**config.mk**
```make
export PLATFORM = sky130hd
export DESIGN_NAME = alu_issue
export DESIGN_NICKNAME = d
export VERILOG_FILES = /design/src/rtl/alu_issue.sv
export SDC_FILE = /design/constraint.sdc
export NUM_CORES = 1
export LEC_CHECK = 0
export ABC_AREA = 0
export CORE_UTILIZATION = 28
export DETAILED_ROUTE_END_ITERATION = 16
export DONT_BUFFER_PORTS = 1
export GPL_TIMING_DRIVEN = 0
export HOLD_SLACK_MARGIN = 0.06
export PLACE_DENSITY_LB_ADDON = 0.3
export SLEW_MARGIN = 20
export SYNTH_ARGS = -nofsm -noshare
export SYNTH_HDL_FRONTEND = slang
export SYNTH_SLANG_ARGS = --single-unit
```
**constraint.sdc**
```tcl
create_clock -name clk -period 2.5 [get_ports clk]
set_clock_uncertainty 0.05 [all_clocks]
set_input_delay 0.5 -clock clk [delete_from_list [all_inputs] [get_ports clk]]
set_output_delay 0.5 -clock clk [all_outputs]
set_load 0.02 [all_outputs]
```
**src/rtl/alu_issue.sv**
```systemverilog
// Issue stage for the execute ALU: decodes RV32I/M OP and OP-IMM into a 5-bit ALU code plus operands.
// Build option ALU_ISSUE_M_EN enables the M extension and the divide hold (multicycle) path.
module alu_issue #(
  parameter int ALUCTR_WIDTH = 5,
  parameter int DATA_WIDTH   = 32,
  parameter int MDIV_CYCLES  = 4
) (
  input  logic                    clk,
  input  logic                    rst,
  input  logic                    in_valid,
  output logic                    in_ready,
  input  logic [31:0]             instr,
  input  logic [DATA_WIDTH-1:0]   rs1_data,
  input  logic [DATA_WIDTH-1:0]   rs2_data,
  output logic                    out_valid,
  input  logic                    out_ready,
  output logic [ALUCTR_WIDTH-1:0] alu_ctr,
  output logic [DATA_WIDTH-1:0]   alu_op1,
  output logic [DATA_WIDTH-1:0]   alu_op2,
  output logic                    illegal,
  output logic [1:0]              dbg_state
);

  // Handshake: a transfer happens on a cycle where valid and ready are both high at the rising edge;
  // valid never depends on ready, and once raised it stays high with stable payload until taken.

  typedef enum logic [1:0] {EMPTY = 2'd0, HOLD = 2'd1, FULL = 2'd2} state_t;

  localparam logic [ALUCTR_WIDTH-1:0] C_ADD  = ALUCTR_WIDTH'(0);
  localparam logic [ALUCTR_WIDTH-1:0] C_SUB  = ALUCTR_WIDTH'(1);
  localparam logic [ALUCTR_WIDTH-1:0] C_SLL  = ALUCTR_WIDTH'(2);
  localparam logic [ALUCTR_WIDTH-1:0] C_SLT  = ALUCTR_WIDTH'(3);
  localparam logic [ALUCTR_WIDTH-1:0] C_SLTU = ALUCTR_WIDTH'(4);
  localparam logic [ALUCTR_WIDTH-1:0] C_XOR  = ALUCTR_WIDTH'(5);
  localparam logic [ALUCTR_WIDTH-1:0] C_SRL  = ALUCTR_WIDTH'(6);
  localparam logic [ALUCTR_WIDTH-1:0] C_SRA  = ALUCTR_WIDTH'(7);
  localparam logic [ALUCTR_WIDTH-1:0] C_OR   = ALUCTR_WIDTH'(8);
  localparam logic [ALUCTR_WIDTH-1:0] C_AND  = ALUCTR_WIDTH'(9);

  localparam logic [6:0] OPC_OP     = 7'b0110011;
  localparam logic [6:0] OPC_OP_IMM = 7'b0010011;

  state_t state_q, state_d, load_state;

  logic [6:0] opcode, funct7;
  logic [2:0] funct3;
  logic [DATA_WIDTH-1:0] imm_s, shamt_i, shamt_r;
  logic [ALUCTR_WIDTH-1:0] dec_ctr;
  logic [DATA_WIDTH-1:0] dec_op1, dec_op2;
  logic dec_ill;
  logic accept;

  logic [ALUCTR_WIDTH-1:0] ctr_q;
  logic [DATA_WIDTH-1:0] op1_q, op2_q;
  logic ill_q;

  assign opcode  = instr[6:0];
  assign funct3  = instr[14:12];
  assign funct7  = instr[31:25];
  assign imm_s   = {{(DATA_WIDTH-12){instr[31]}}, instr[31:20]};
  assign shamt_i = {{(DATA_WIDTH-5){1'b0}}, instr[24:20]};
  assign shamt_r = {{(DATA_WIDTH-5){1'b0}}, rs2_data[4:0]};

  // Register and source-select fields are resolved before this stage.
  logic unused_fields;
  assign unused_fields = ^{instr[19:15], instr[11:7]};

`ifdef ALU_ISSUE_M_EN
  localparam logic [ALUCTR_WIDTH-1:0] C_MUL = ALUCTR_WIDTH'(10);
  localparam int CW = 4;
  logic [CW-1:0] cnt_q, cnt_d;
  logic dec_div;
  assign dec_div = (opcode == OPC_OP) && (funct7 == 7'b0000001) && funct3[2];
`else
  logic unused_cfg;
  assign unused_cfg = (MDIV_CYCLES > 1);
`endif

  always_comb begin
    dec_ctr = C_ADD;
    dec_op1 = rs1_data;
    dec_op2 = rs2_data;
    dec_ill = 1'b0;
    unique case (opcode)
      OPC_OP: begin
        unique case (funct7)
          7'b0000000: begin
            unique case (funct3)
              3'd0: dec_ctr = C_ADD;
              3'd1: begin dec_ctr = C_SLL; dec_op2 = shamt_r; end
              3'd2: dec_ctr = C_SLT;
              3'd3: dec_ctr = C_SLTU;
              3'd4: dec_ctr = C_XOR;
              3'd5: begin dec_ctr = C_SRL; dec_op2 = shamt_r; end
              3'd6: dec_ctr = C_OR;
              default: dec_ctr = C_AND;
            endcase
          end
          7'b0100000: begin
            if (funct3 == 3'd0) dec_ctr = C_SUB;
            else if (funct3 == 3'd5) begin dec_ctr = C_SRA; dec_op2 = shamt_r; end
            else dec_ill = 1'b1;
          end
`ifdef ALU_ISSUE_M_EN
          // M-extension codes are contiguous in funct3 order starting at MUL.
          7'b0000001: dec_ctr = C_MUL + ALUCTR_WIDTH'(funct3);
`endif
          default: dec_ill = 1'b1;
        endcase
      end
      OPC_OP_IMM: begin
        dec_op2 = imm_s;
        unique case (funct3)
          3'd0: dec_ctr = C_ADD;
          3'd2: dec_ctr = C_SLT;
          3'd3: dec_ctr = C_SLTU;
          3'd4: dec_ctr = C_XOR;
          3'd6: dec_ctr = C_OR;
          3'd7: dec_ctr = C_AND;
          3'd1: begin
            dec_op2 = shamt_i;
            if (funct7 == 7'b0000000) dec_ctr = C_SLL;
            else dec_ill = 1'b1;
          end
          default: begin
            dec_op2 = shamt_i;
            if (funct7 == 7'b0000000) dec_ctr = C_SRL;
            else if (funct7 == 7'b0100000) dec_ctr = C_SRA;
            else dec_ill = 1'b1;
          end
        endcase
      end
      default: dec_ill = 1'b1;
    endcase
    if (dec_ill) begin
      dec_ctr = '0;
      dec_op1 = '0;
      dec_op2 = '0;
    end
  end

  assign in_ready  = (state_q == EMPTY) || ((state_q == FULL) && out_ready);
  assign accept    = in_valid && in_ready;
  assign out_valid = (state_q == FULL);
  assign dbg_state = state_q;
  assign alu_ctr   = ctr_q;
  assign alu_op1   = op1_q;
  assign alu_op2   = op2_q;
  assign illegal   = ill_q;

  always_comb begin
    load_state = FULL;
`ifdef ALU_ISSUE_M_EN
    if (dec_div && (MDIV_CYCLES > 1)) load_state = HOLD;
`endif
  end

  always_comb begin
    state_d = state_q;
`ifdef ALU_ISSUE_M_EN
    cnt_d = cnt_q;
    if (accept && (load_state == HOLD)) cnt_d = CW'(MDIV_CYCLES - 1);
`endif
    unique case (state_q)
      EMPTY: if (accept) state_d = load_state;
      FULL: begin
        if (accept) state_d = load_state;
        else if (out_ready) state_d = EMPTY;
      end
      HOLD: begin
`ifdef ALU_ISSUE_M_EN
        cnt_d = cnt_q - CW'(1);
        if (cnt_q == CW'(1)) state_d = FULL;
`else
        state_d = EMPTY;
`endif
      end
      default: state_d = EMPTY;
    endcase
  end

  always_ff @(posedge clk) begin
    if (rst) begin
      state_q <= EMPTY;
      ctr_q   <= '0;
      op1_q   <= '0;
      op2_q   <= '0;
      ill_q   <= 1'b0;
`ifdef ALU_ISSUE_M_EN
      cnt_q   <= '0;
`endif
    end else begin
      state_q <= state_d;
`ifdef ALU_ISSUE_M_EN
      cnt_q   <= cnt_d;
`endif
      if (accept) begin
        ctr_q <= dec_ctr;
        op1_q <= dec_op1;
        op2_q <= dec_op2;
        ill_q <= dec_ill;
      end
    end
  end

endmodule

```
# ---- After elaboration in Yosys (flattened, before gate mapping)
# Index checks and enable logic that the tools add are counted.
dict set report classes {
  shift 0
  bitwise 0
  eq_ne 13
  n_div 0
  n_reduce_logical 9
  order_cmp 0
  n_mux 30
  multipliers 0
  n_addsub 0
}
# operator n
set ops {}
lappend ops {{2-to-1 mux 32 bit} 6}
lappend ops {{case mux 32 bit (2 select lines)} 2}
lappend ops {{case mux 4 bit (7 select lines)} 2}
lappend ops {{case mux 4 bit (2 select lines)} 2}
lappend ops {{== test 7 x 6 -> 1 bit (second input constant)} 2}
lappend ops {{== test 3 bit (second input constant)} 4}
lappend ops {{2-to-1 mux 3 bit} 4}
lappend ops {{2-to-1 mux 2 bit} 4}
lappend ops {{== test 7 x 5 -> 1 bit (second input constant)} 1}
lappend ops {{logical NOT 7 bit} 1}
lappend ops {{== test 3 x 2 -> 1 bit (second input constant)} 2}
lappend ops {{case mux 1 bit (2 select lines)} 3}
lappend ops {{OR reduction 6 bit} 1}
lappend ops {{2-to-1 mux 1 bit} 5}
lappend ops {{2-to-1 mux 5 bit} 1}
lappend ops {{case mux 2 bit (2 select lines)} 1}
lappend ops {{== test 3 x 1 -> 1 bit (second input constant)} 1}
lappend ops {{logical NOT 3 bit} 1}
lappend ops {{!= test 3 x 1 -> 1 bit (second input constant)} 1}
lappend ops {{== test 2 bit (second input constant)} 1}
lappend ops {{logical AND 1 bit} 2}
lappend ops {{logical NOT 2 bit} 1}
lappend ops {{!= test 2 bit (second input constant)} 1}
lappend ops {{AND reduction 2 bit} 1}
lappend ops {{2 further kinds} 2}
dict set report word_totals {
  regBits 72
  memories 0
  romBits 0
  latch_bits 0
  mem_bits_rw 0
}

# ---- Logic depth before layout (Yosys ltp)
dict set report depth {
  word_depth 6
  ltp_mapped 7
}

# ---- Worst setup path before layout
# Ideal clock, no wire load.
dict set report synth_path {
  path_type {input to register}
  start {in instr[26]}
  end {reg ctr_q[1] (netlist: alu_ctr[1])}
  stages 7
  arrival_time_ns 1.884
  path_buffers 2
  setup_slack_ns 0.507
  path_cell_list {or4_4 -> o22ai_2 -> and4b_1 -> and2_1 -> buf_6 -> buf_8 -> a22o_1}
}
dict set report synth_via {
  elab_chain_cells 6
}
# item line_no
set synth_rtl {}
lappend synth_rtl {{start, declared} 12} ;# input logic [31:0] instr,
lappend synth_rtl {{== test 7 x 6 -> 1 bit} {86, 128}}
lappend synth_rtl {{2-to-1 mux 3 bit / 2-to-1 mux 1 bit (equally long branches)} 128} ;# else if (funct7 == 7'b0100000) dec_ctr = C_SRA;
lappend synth_rtl {{2-to-1 mux 3 bit / 2-to-1 mux 1 bit (equally long branches)} 127} ;# if (funct7 == 7'b0000000) dec_ctr = C_SRL;
lappend synth_rtl {{case mux 4 bit (7 select lines) / case mux 1 bit (2 select lines) (equally long branches)} 113} ;# unique case (funct3)
lappend synth_rtl {{case mux 4 bit (2 select lines) / case mux 1 bit (2 select lines) (equally long branches)} 84} ;# unique case (opcode)
lappend synth_rtl {{2-to-1 mux 5 bit (*)} 135} ;# if (dec_ill) begin
lappend synth_rtl {{end signal, assigned} 198} ;# ctr_q <= dec_ctr;
lappend synth_rtl {{end, declared} 53} ;# logic [ALUCTR_WIDTH-1:0] ctr_q;
# Every way passes the cells marked *; elsewhere a longest branch is shown, timed or not.
# A chain may end at the register's enable or synchronous reset.

# ---- Worst setup path after layout
dict set report layout_path {
  start {reg state_q[1] (netlist: dbg_state[1])}
  end {reg op2_q[0] (netlist: alu_op2[0])}
}
dict set report layout_via {
  elab_chain_cells 4
}
# item line_no
set layout_rtl {}
lappend layout_rtl {{start, declared} 43} ;# state_t state_q, state_d, load_state;
lappend layout_rtl {{start signal, assigned} 193} ;# state_q <= state_d;
lappend layout_rtl {{== test 2 bit} 142} ;# assign in_ready = (state_q == EMPTY) || ((state_q == FULL) && out_ready);
lappend layout_rtl {{logical AND 1 bit} 142}
lappend layout_rtl {{logical OR 1 bit (*)} 142}
lappend layout_rtl {{named net in_ready} 11} ;# output logic in_ready,
lappend layout_rtl {{logical AND 1 bit (*)} 143} ;# assign accept = in_valid && in_ready;
lappend layout_rtl {{end signal, assigned} 200} ;# op2_q <= dec_op2;
lappend layout_rtl {{end, declared} 54} ;# logic [DATA_WIDTH-1:0] op1_q, op2_q;
# Mark *: on every way through the listed nets, which the timed path passes. The rest lies on a longest branch.

==> summary.txt <==
Clock tree
  • Worst-Skew Late Latency: 0.34 ns
  • H-tree level count: 3
  • Total CTS buffers: 9
  • Clk sink count: 70
  • CTS tree: built
  • Clock slew at reported path FFs: 0.07 ns
  • CTS root buffer: clkbuf_8
  • Clock buffer depth: 2

Cells and area
  • Area of the multi-input gates: 1230 sq um
  • Inserted Diodes: 0
  • Finished Layout Cells: 448
  • Ratio of cells with drive above 1 in the final layout: 11.1%
  • Layout area overhead: 14.1%
  • Fin nets: 410
  • Layout fillers: 1044
  • Final Cell Area: 3190 sq um
  • Sequential Area: 1400 sq um
  • Most common cell after layout, fill and taps aside: dfxtp_1
  • Commonest non-fill, non-tap cells in the layout: dfxtp_1, nand2_1, a22o_1

Global route
  • GR peak layer: met2
  • Initial antenna violation count: 0
  • All-Layer GR Usage: 14.4%
  • Met2 usage: 23.6%
  • GRT overflow: 0
  • First-pass GRT wire length: 11.1 mm
  • Largest net degree at the start of global routing: 14
  • GR Util met1: 16.2%
  • Met3 Use GR: 6.70%
  • Vias in the first global route: 2077

Pwr
  • Pwr/cell area: 706 nW/um^2
  • Static Leak: 1.17 nW
  • IR drop worst, VDD: 259 uV
  • Power consumption: 2.25 mW

STA
  • Fin crit share: 86.7%
  • Slew Viols, Final: 0
  • Fmax: 0.461 GHz
  • RSZ-0062 raised after global routing: no
  • Final Hold Viols: 0
  • Fin worst setup slack: 0.332 ns
  • Final Setup Violations: 0
  • Slew headroom: 60.8%
  • Post-layout min period: 2.17 ns
  • Slew @ Worst Pin: 0.585 ns

Place
  • Worst slack, placed: 0.0241 ns
  • Estimated wirelength of the detail-placed design: 5.79 mm
  • DP Cell Count: 432
  • Placer Congestion: 0.780
  • Post-placement cell area: 2970 sq um
  • Port buffer count: 0

Worst hold path
  • Hold crit path type: input pin to flip-flop

Synthesis
  • Syn Area/Cell: 9.40 sq um
  • Yosys warns: 0
  • Sequential share of the synthesized area: 50.0%
  • FF+latch count, synth: 70
  • Post-Syn Area: 2800 sq um
  • Mapped Cells: 298
  • Post-synthesis cell type count: 43
  • Post-synth EDFFs: 0
  • Top_reg_cell synth: dfxtp_1
  • Async SR Flop Fraction: 0%

Worst setup path
  • Startpoint Class: flip-flop
  • Crit Path Max Fanout: 10
  • Critical path arrival: 2.38 ns
  • Required time worst endpoint: 2.72 ns
  • Critical path type: flip-flop to flip-flop
  • CP Capture Type: flip-flop

Floorplan
  • Core Rows: 36
  • # IOs: 174
  • Core Box Area: 9730 sq um
  • Die outline area: 10400 sq um
  • Die Wd: 102 microns
  • Initial Util: 28.8%
  • Die Y: 102 microns

Drt
  • DRT iter0 DRCs: 33
  • Avg WL per Cell: 17.4 microns
  • # DRC: 0
  • Vias per cell: 4.99
  • Total number of vias: 2236
  • Drt total wl: 7.78 mm
  • TritonRoute pass-1 iters: 4
  • Routed Antenna Nets: 0

Job
  • Max Cap Viol: 0

Run status
  • Status: completed
## cell families after synthesis
group                  share of synthesized area, %
AO/OA/AOI/OAI                                  26.7
AND/OR/NAND/NOR                                15.2
flip-flops                                     50.0
buffers and inverters                          6.17
multiplexers                                   1.79
other                                         0.134
## per-stage QoR
stage               setup TNS, ns  util, %  hold slack (ns)
finish                          0     32.8            0.164
global route                    0     32.8            0.147
CTS                             0     32.8            0.139
detailed placement              0     30.5            0.495
global placement          -0.0304     30.5            0.490
floorplan                       0        -            0.476
## cell usage after synthesis, drive strengths merged, types with 2 or more instances
cell type | count | area [sq um]
a21oi | 24 | 120
and2 | 8 | 50.1
and3 | 7 | 43.8
nand2 | 36 | 135
a22o | 33 | 289
dfxtp | 70 | 1400
a211oi | 6 | 45.0
clkbuf | 12 | 45.0
inv | 2 | 7.51
buf | 13 | 120
nor2 | 10 | 37.5
nand3 | 3 | 15.0
nor2b | 2 | 12.5
o21ai | 38 | 190
nand2b | 5 | 31.3
o21a | 2 | 15.0
o22ai | 2 | 18.8
or2 | 2 | 12.5
mux2i | 5 | 50.1
## area by class of cell
class | count | area share, %
flip-flops and latches | 70 | 43.9
multi-input cells | 202 | 38.5
plain buffers | 25 | 5.25
well taps | 133 | 5.21
clock buffers | 10 | 4.00
clock inverters | 6 | 2.94
inverters | 2 | 0.235
## layer usage
metal  vias to the layer above  wire [microns]
met2                       109            3690
met5                         -               0
met3                         7             927
met4                         0              69
met1                      1037            3090
li1                       1083               -
## state kept, by name, indices dropped and copies added (netlist names)
name	cells
alu_op1	32
alu_ctr	4
alu_op2	32
dbg_state	1
illegal	1
## final timing paths
| check | startpoint | cells after the start | to | slack, ns |
|---|---|---|---|---|
| worst max register to register | dbg_state[1] | 7 | alu_op2[0] | 0.33 |
| worst min-delay path | rst | 1 | dbg_state[1] | 0.16 |
| worst min register to register | alu_op2[2] | 2 | alu_op2[2] | 0.50 |
| worst max-delay path | dbg_state[1] | 7 | alu_op2[0] | 0.33 |
## critical path: stages (launching register included)
cell and delay [ns]:
dfxtp_1 0.48, nand2b_1 0.25, and2_1 0.28, nor2_1 0.29
buf_2 0.31, clkbuf_2 0.29, nand2_1 0.07, o21ai_0 0.07
## where the power goes
group / switching (mW) / leakage (nW) / internal [mW] / total (mW)
Combinational: 0.0676 / 0.500 / 0.0372 / 0.105
Clock: 0.455 / 0.107 / 0.569 / 1.02
Sequential: 0.00746 / 0.564 / 1.12 / 1.12
Total: 0.530 / 1.17 / 1.72 / 2.25
## timing repair
action	4_1_cts	5_1_grt
hold buffers	0	0
resized for setup	0	4
setup buffers	0	0
setup endpoints to repair	0	20
(Power assumes the default switching activity.)
